[src/rtl/alu_iter.sv]
// Multi-cycle ALU: single-cycle logic/arith ops plus iterative shift-add MUL.
// Define ALU_ITER_DIV_EN to add restoring UDIV (op 1001); otherwise 1001 is reserved.
module alu_iter #(
  parameter int unsigned WIDTH = 32,
  parameter int unsigned CNT_W = $clog2(WIDTH) + 1
) (
  input  logic             clk,
  input  logic             reset,
  input  logic             start,
  input  logic [WIDTH-1:0] a,
  input  logic [WIDTH-1:0] b,
  input  logic [3:0]       ALUControl,
  output logic             busy,
  output logic             done,
  output logic [WIDTH-1:0] Result,
  output logic [3:0]       ALUFlags
);

  localparam logic [3:0] OP_ADD = 4'b0000;
  localparam logic [3:0] OP_SUB = 4'b0001;
  localparam logic [3:0] OP_AND = 4'b0010;
  localparam logic [3:0] OP_ORR = 4'b0011;
  localparam logic [3:0] OP_EOR = 4'b0100;
  localparam logic [3:0] OP_MOV = 4'b0101;
  localparam logic [3:0] OP_MUL = 4'b1000;
`ifdef ALU_ITER_DIV_EN
  localparam logic [3:0] OP_UDIV = 4'b1001;
`endif

  typedef enum logic [1:0] {S_IDLE, S_ITER, S_FIN} state_t;

  state_t           r_state, w_state_nxt;
  logic [CNT_W-1:0] r_cnt, w_cnt_nxt;
  logic [WIDTH-1:0] r_x, w_x_nxt;      // multiplicand / quotient shift register
  logic [WIDTH-1:0] r_y, w_y_nxt;      // multiplier / divisor
  logic [WIDTH-1:0] r_acc, w_acc_nxt;  // product accumulator / partial remainder
  logic             r_busy, w_busy_nxt;
  logic             r_done, w_done_nxt;
  logic [WIDTH-1:0] r_result, w_result_nxt;
  logic [3:0]       r_flags, w_flags_nxt;

  logic             w_sub;
  logic [WIDTH:0]   w_sum;
  logic [WIDTH-1:0] w_sc_res;
  logic [3:0]       w_sc_flags;
  logic             w_iter_op;
  logic [WIDTH-1:0] w_step_acc, w_step_x, w_step_y, w_iter_res;

`ifdef ALU_ITER_DIV_EN
  logic             r_div, w_div_nxt;
  logic [WIDTH:0]   w_rem_sh, w_diff;
  logic             w_ge;
  assign w_iter_op = (ALUControl == OP_MUL) || (ALUControl == OP_UDIV);
`else
  assign w_iter_op = (ALUControl == OP_MUL);
`endif

  // Single-cycle datapath and flags
  always_comb begin
    w_sub      = (ALUControl == OP_SUB);
    w_sum      = {1'b0, a} + {1'b0, (w_sub ? ~b : b)} + (WIDTH+1)'(w_sub);
    w_sc_res   = '0;
    w_sc_flags = '0;
    case (ALUControl)
      OP_ADD, OP_SUB: begin
        w_sc_res      = w_sum[WIDTH-1:0];
        w_sc_flags[1] = w_sum[WIDTH];
        w_sc_flags[0] = ~(a[WIDTH-1] ^ b[WIDTH-1] ^ w_sub) & (a[WIDTH-1] ^ w_sum[WIDTH-1]);
      end
      OP_AND:  w_sc_res = a & b;
      OP_ORR:  w_sc_res = a | b;
      OP_EOR:  w_sc_res = a ^ b;
      OP_MOV:  w_sc_res = b;
      default: w_sc_res = '0;
    endcase
    w_sc_flags[3] = w_sc_res[WIDTH-1];
    w_sc_flags[2] = (w_sc_res == '0);
  end

  // One iteration of shift-add multiply or restoring divide
  always_comb begin
`ifdef ALU_ITER_DIV_EN
    w_rem_sh = {r_acc, r_x[WIDTH-1]};
    w_diff   = w_rem_sh - {1'b0, r_y};
    w_ge     = ~w_diff[WIDTH];
    if (r_div) begin
      w_step_acc = w_ge ? w_diff[WIDTH-1:0] : w_rem_sh[WIDTH-1:0];
      w_step_x   = {r_x[WIDTH-2:0], w_ge};
      w_step_y   = r_y;
      w_iter_res = (r_y == '0) ? '0 : w_step_x;
    end else begin
      w_step_acc = r_y[0] ? (r_acc + r_x) : r_acc;
      w_step_x   = r_x << 1;
      w_step_y   = r_y >> 1;
      w_iter_res = w_step_acc;
    end
`else
    w_step_acc = r_y[0] ? (r_acc + r_x) : r_acc;
    w_step_x   = r_x << 1;
    w_step_y   = r_y >> 1;
    w_iter_res = w_step_acc;
`endif
  end

  // Next-state and output logic
  always_comb begin
    w_state_nxt  = r_state;
    w_cnt_nxt    = r_cnt;
    w_x_nxt      = r_x;
    w_y_nxt      = r_y;
    w_acc_nxt    = r_acc;
    w_busy_nxt   = r_busy;
    w_done_nxt   = 1'b0;
    w_result_nxt = r_result;
    w_flags_nxt  = r_flags;
`ifdef ALU_ITER_DIV_EN
    w_div_nxt    = r_div;
`endif
    case (r_state)
      S_ITER: begin
        w_acc_nxt = w_step_acc;
        w_x_nxt   = w_step_x;
        w_y_nxt   = w_step_y;
        w_cnt_nxt = r_cnt + CNT_W'(1);
        if (r_cnt == CNT_W'(WIDTH - 1)) begin
          w_state_nxt  = S_FIN;
          w_busy_nxt   = 1'b0;
          w_done_nxt   = 1'b1;
          w_result_nxt = w_iter_res;
          w_flags_nxt  = {w_iter_res[WIDTH-1], (w_iter_res == '0), 2'b00};
        end
      end
      default: begin
        // IDLE and FIN both accept a new request
        w_state_nxt = S_IDLE;
        w_busy_nxt  = 1'b0;
        if (start) begin
          if (w_iter_op) begin
            w_state_nxt = S_ITER;
            w_busy_nxt  = 1'b1;
            w_cnt_nxt   = '0;
            w_x_nxt     = a;
            w_y_nxt     = b;
            w_acc_nxt   = '0;
`ifdef ALU_ITER_DIV_EN
            w_div_nxt   = (ALUControl == OP_UDIV);
`endif
          end else begin
            w_done_nxt   = 1'b1;
            w_result_nxt = w_sc_res;
            w_flags_nxt  = w_sc_flags;
          end
        end
      end
    endcase
  end

  always_ff @(posedge clk) begin
    if (reset) begin
      r_state  <= S_IDLE;
      r_cnt    <= '0;
      r_x      <= '0;
      r_y      <= '0;
      r_acc    <= '0;
      r_busy   <= 1'b0;
      r_done   <= 1'b0;
      r_result <= '0;
      r_flags  <= '0;
`ifdef ALU_ITER_DIV_EN
      r_div    <= 1'b0;
`endif
    end else begin
      r_state  <= w_state_nxt;
      r_cnt    <= w_cnt_nxt;
      r_x      <= w_x_nxt;
      r_y      <= w_y_nxt;
      r_acc    <= w_acc_nxt;
      r_busy   <= w_busy_nxt;
      r_done   <= w_done_nxt;
      r_result <= w_result_nxt;
      r_flags  <= w_flags_nxt;
`ifdef ALU_ITER_DIV_EN
      r_div    <= w_div_nxt;
`endif
    end
  end

  assign busy     = r_busy;
  assign done     = r_done;
  assign Result   = r_result;
  assign ALUFlags = r_flags;

endmodule

[config.mk]
export PLATFORM = sky130hd
export DESIGN_NAME = alu_iter
export DESIGN_NICKNAME = d
export VERILOG_FILES = /design/src/rtl/alu_iter.sv
export SDC_FILE = /design/constraint.sdc
export NUM_CORES = 1
export LEC_CHECK = 0
export BUFFER_PORTS_ARGS = -buffer_cell sky130_fd_sc_hd__buf_2
export CAP_MARGIN = 20
export CORE_UTILIZATION = 45
export DETAILED_ROUTE_END_ITERATION = 12
export REMOVE_ABC_BUFFERS = 1
export SETUP_SLACK_MARGIN = 0.5
export SYNTH_ARGS = -nofsm -noshare
export SYNTH_HDL_FRONTEND = slang
export SYNTH_SLANG_ARGS = --single-unit
[constraint.sdc]
create_clock -name clk -period 7.7 [get_ports clk]
set_input_delay 1.54 -clock clk [delete_from_list [all_inputs] [get_ports clk]]
set_output_delay 1.54 -clock clk [all_outputs]
set_load 0.05 [all_outputs]
==> reports/qor.csv <==
stage;metric;value;unit
clock_tree;cts.clk_slew.worst_paths;0.06;ns
synthesis;yosys.area_share.adder;14.2;%
worst_setup_path;cp.arrival;5.94;ns
synthesis;synth.area.top_cells;dfxtp_1, ha_1, a21oi_1;
sta;period_needed;5.57;ns
power_and_ir_drop;power;2.13;mW
global_routing;grt_overflow;0;
drt;drcViolationCount;0;
sta;finalSetupViolations;0;
sta;final.setup.tns;0;ns
cells_and_area;seq_area;2800;um^2
synthesis;synth_area_leader_cell;dfxtp_1;
worst_setup_path;crit_buf_inv;2;
run_status;outcome;complete, no violations;
sta;worst_slack;2.13;ns
clock_tree;cts_root_buf;clkbuf_16;
worst_setup_path;crit_chain;buf_2 -> nor4b_4 -> buf_4 -> xnor2_1 -> ha_1 -> a31o_2 -> a221oi_2 -> o21ai_1 -> a21oi_1 -> mux2i_1 -> or4_1 -> nor4_1 -> nand4_1 -> nor4_1 -> nand3_1 -> nand2_1;
floorplan;core-area;26300;um^2
floorplan;ioPinCount;109;
floorplan;die_w;167;um
synthesis;yosysUniqueCellTypes;73;
sta;finalHoldViolCount;0;
synthesis;netlist.area_leader.share;23.0;%
drt;drtAntennaViolNets;0;
worst_setup_path;worstSetupPathType;in -> reg;
drt;vias_per_cell;5.92;
worst_setup_path;cp_common_cell;nor4_1;
clock_tree;cts_max_level;4;
worst_setup_path;reg2reg_depth;12;
worst_setup_path;end_kind;register;
clock_tree;cts.path.max_buffers;2;
clock_tree;tritoncts;done;
clock_tree;clock_latency;0.43;ns
worst_setup_path;rrSetupSlack;4.01;ns
cells_and_area;drive_gt1_share;10.7;%
sta;maxSlewViolCount;0;
worst_setup_path;start_kind;primary input;
floorplan;rows;59;
cells_and_area;num-fill-cells;2704;
synthesis;synth-edff-count;0;
worst_setup_path;r2r-end;ALUFlags[2]$_SDFFE_PP0P_;
worst_setup_path;worst-path-stages;16;
drt;wire_per_inst;19.3;um
placement;dp_slack;1.83;ns
cells_and_area;multi_input_area;8680;um^2
cells_and_area;n_antenna_cell;0;
placement;hpwl;29500;um
synthesis;synth_cells;1665;
sta;rsz0062_at_grt;false;
synthesis;synth-seq-cells;140;
sta;slew_headroom;24.6;%
global_routing;grt_pass1_vias;11118;
sta;skew;0.0149;ns
drt;vias;12112;
synthesis;netlist_area;12200;um^2
worst_hold_path;whs_endpoint;Result[12]$_SDFFE_PP0P_;
worst_setup_path;cpMaxStageDelayCell;or4_1;
worst_setup_path;cp_top_family;simple AND/OR/NAND/NOR gates;
synthesis;synth_most_common_cell;nor2_1;
floorplan;die_area;27700;um^2
drt;drt-initial-drc-count;1205;
worst_setup_path;crit_path_start;ALUControl[3];
global_routing;grt_max_degree;106;
worst_setup_path;worstPathMaxFanout;35;
clock_tree;cts_made_buffers;17;
floorplan;initial_core_util;46.4;%
job;cap_violations;0;
sta;worstMarginPinSlew;1.12;ns
clock_tree;cts_sinks;140;
worst_hold_path;hold_path_class;reg -> reg;
sta;fin_hold_ws;0.445;ns
cells_and_area;area_growth_syn_to_layout;10.6;%
drt;first_pass_iters;5;
power_and_ir_drop;cellPowerDensity;158;nW/um^2
placement;gp_congestion;0.928;
clock_tree;post-cts-setup-buffer-count;0;
synthesis;yosys_warnings;0;
worst_hold_path;hold_depth;2;
worst_setup_path;cp_data_required_time;8.07;ns
global_routing;grt_pass1_wl;62400;um
synthesis;muxShareOfSynthArea;2.89;%
power_and_ir_drop;peakVddDrop;145;uV
synthesis;yosys-top-cells-count;nor2_1, a21oi_1, dfxtp_1, ha_1, nand2_1;
synthesis;synthXorXnorAreaFrac;5.68;%
worst_setup_path;r2r-start;r_x[6]$_SDFFE_PP0P_;
worst_setup_path;cpPeakStageDelay;0.57;ns
global_routing;antenna_found_initial;0;
synthesis;yosys_most_used_dff;dfxtp_1;
global_routing;grt_usage;28.3;%
placement;io_buffers;108;
sta;max_freq;180;MHz
synthesis;synth_top_family_by_area;compound AO/OA/AOI/OAI gates;
synthesis;ys_seq_area_share;23.0;%
floorplan;die_h;167;um
clock_tree;cts-hold-fix-buffers;0;
synthesis;synth_compound_area_share;28.3;%
clock_tree;cts_resized;0;
worst_hold_path;min_from;Result[12]$_SDFFE_PP0P_;
sta;min_period_over_period;72.3;%
synthesis;avgSynthCellArea;7.32;um^2
drt;routed_wl;39500;um
cells_and_area;layout.nets;1908;
synthesis;ys_async_sr_fraction;0;%
synthesis;synthSimpleGateAreaFrac;19.8;%
power_and_ir_drop;leakage;5.85;nW
-- sequential cells by signal (all words and copies together), names as in the netlist --
| name | count |
|---|---|
| Result | 32 |
| r_acc | 32 |
| r_x | 32 |
| r_y | 32 |
| r_cnt | 6 |
| ALUFlags | 3 |
| r_state | 2 |
| done | 1 |
-- report_power, final --
group | leakage, nW | switching [mW] | internal, mW
sequential | 1.13 | 0.0169 | 0.747
combinational | 4.44 | 0.344 | 0.184
clock | 0.275 | 0.359 | 0.479
total | 5.85 | 0.720 | 1.41
-- final cells by class --
type	instances	share of cell area [%]
Sequential cell	140	20.8
Clock buffer	19	3.21
Timing Repair Buffer	126	5.15
Clock inverter	12	1.02
Multi-Input combinational cell	1332	64.4
Inverter	83	2.31
Tap cell	335	3.11
-- per-stage QoR --
| step | instance area [um^2] | util (%) | cells |
|---|---|---|---|
| after global placement | 12900 | 49.0 | 2014 |
| final | 13500 | 51.3 | 2047 |
| after CTS | 13500 | 51.2 | 2046 |
| after floorplan | 11800 | - | 1555 |
| after detailed placement | 12900 | 49.0 | 2015 |
| after global routing | 13500 | 51.3 | 2047 |
-- cell usage in the layout, fill, tap and decap left out, drive strengths merged, types with 5 or more instances in the layout --
| cell type | n |
|---|---|
| nor2 | 245 |
| nor2b | 16 |
| a21oi | 207 |
| a221oi | 8 |
| nand2 | 121 |
| a31oi | 22 |
| o21ai | 80 |
| o221ai | 12 |
| dfxtp | 140 |
| nor4 | 5 |
| a211oi | 90 |
| ha | 135 |
| nand3 | 41 |
| a222oi | 5 |
| and3 | 8 |
| o211ai | 16 |
| or3 | 9 |
| nand4 | 14 |
| xor2 | 21 |
| o21bai | 9 |
| a22oi | 17 |
| mux2 | 9 |
| xnor2 | 58 |
| nor3 | 35 |
| o21a | 17 |
| nand2b | 15 |
| buf | 126 |
| o31ai | 5 |
| o22ai | 6 |
| a21o | 14 |
| mux2i | 25 |
| inv | 87 |
| nor4b | 5 |
| clkbuf | 19 |
-- metal layers --
metal	wire length [um]	global-route usage, %	up-vias	share of wire (%)
met4	511	6.76	0	1.3
met5	0	0	-	0
met2	17200	42.7	298	43
met3	1870	3.18	28	4.7
met1	20000	42.5	5723	51
li1	-	-	6063	-
-- worst max path at each step --
| stage | end | slack [ns] |
|---|---|---|
| final | ALUFlags[2]$_SDFFE_PP0P_ | 2.13 |
| after detailed placement | ALUFlags[2]$_SDFFE_PP0P_ | 1.83 |
| after CTS | ALUFlags[2]$_SDFFE_PP0P_ | 2.25 |
| after floorplan | ALUFlags[2]$_SDFFE_PP0P_ | 1.30 |
| after global routing | Result[30]$_SDFFE_PP0P_ | 1.94 |
| after global placement | ALUFlags[2]$_SDFFE_PP0P_ | 1.91 |
-- worst register-to-register path, stage by stage (launching register included) --
cell       delay [ns]
dfxtp_1          0.34
ha_1             0.40
a21oi_1          0.17
o211ai_1         0.27
a211oi_1         0.17
a2111oi_0        0.73
nor3_1           0.14
xnor2_1          0.16
mux2i_1          0.43
o2111a_1         0.26
nand4_1          0.14
o31a_1           0.35
nand2_1          0.07
-- kinds of logic (layout without fill, tap and decap cells) --
group / after synthesis / after routing
DFF: 140 / 140
buffers and inverters: 193 / 240
and+or+nand+nor: 537 / 537
muxes: 34 / 34
xor gates and xnor gates: 79 / 79
adders and majority gates: 137 / 137
AOI/OAI and AO/OA: 545 / 545
No activity file was read; power rests on OpenSTA's default activity.
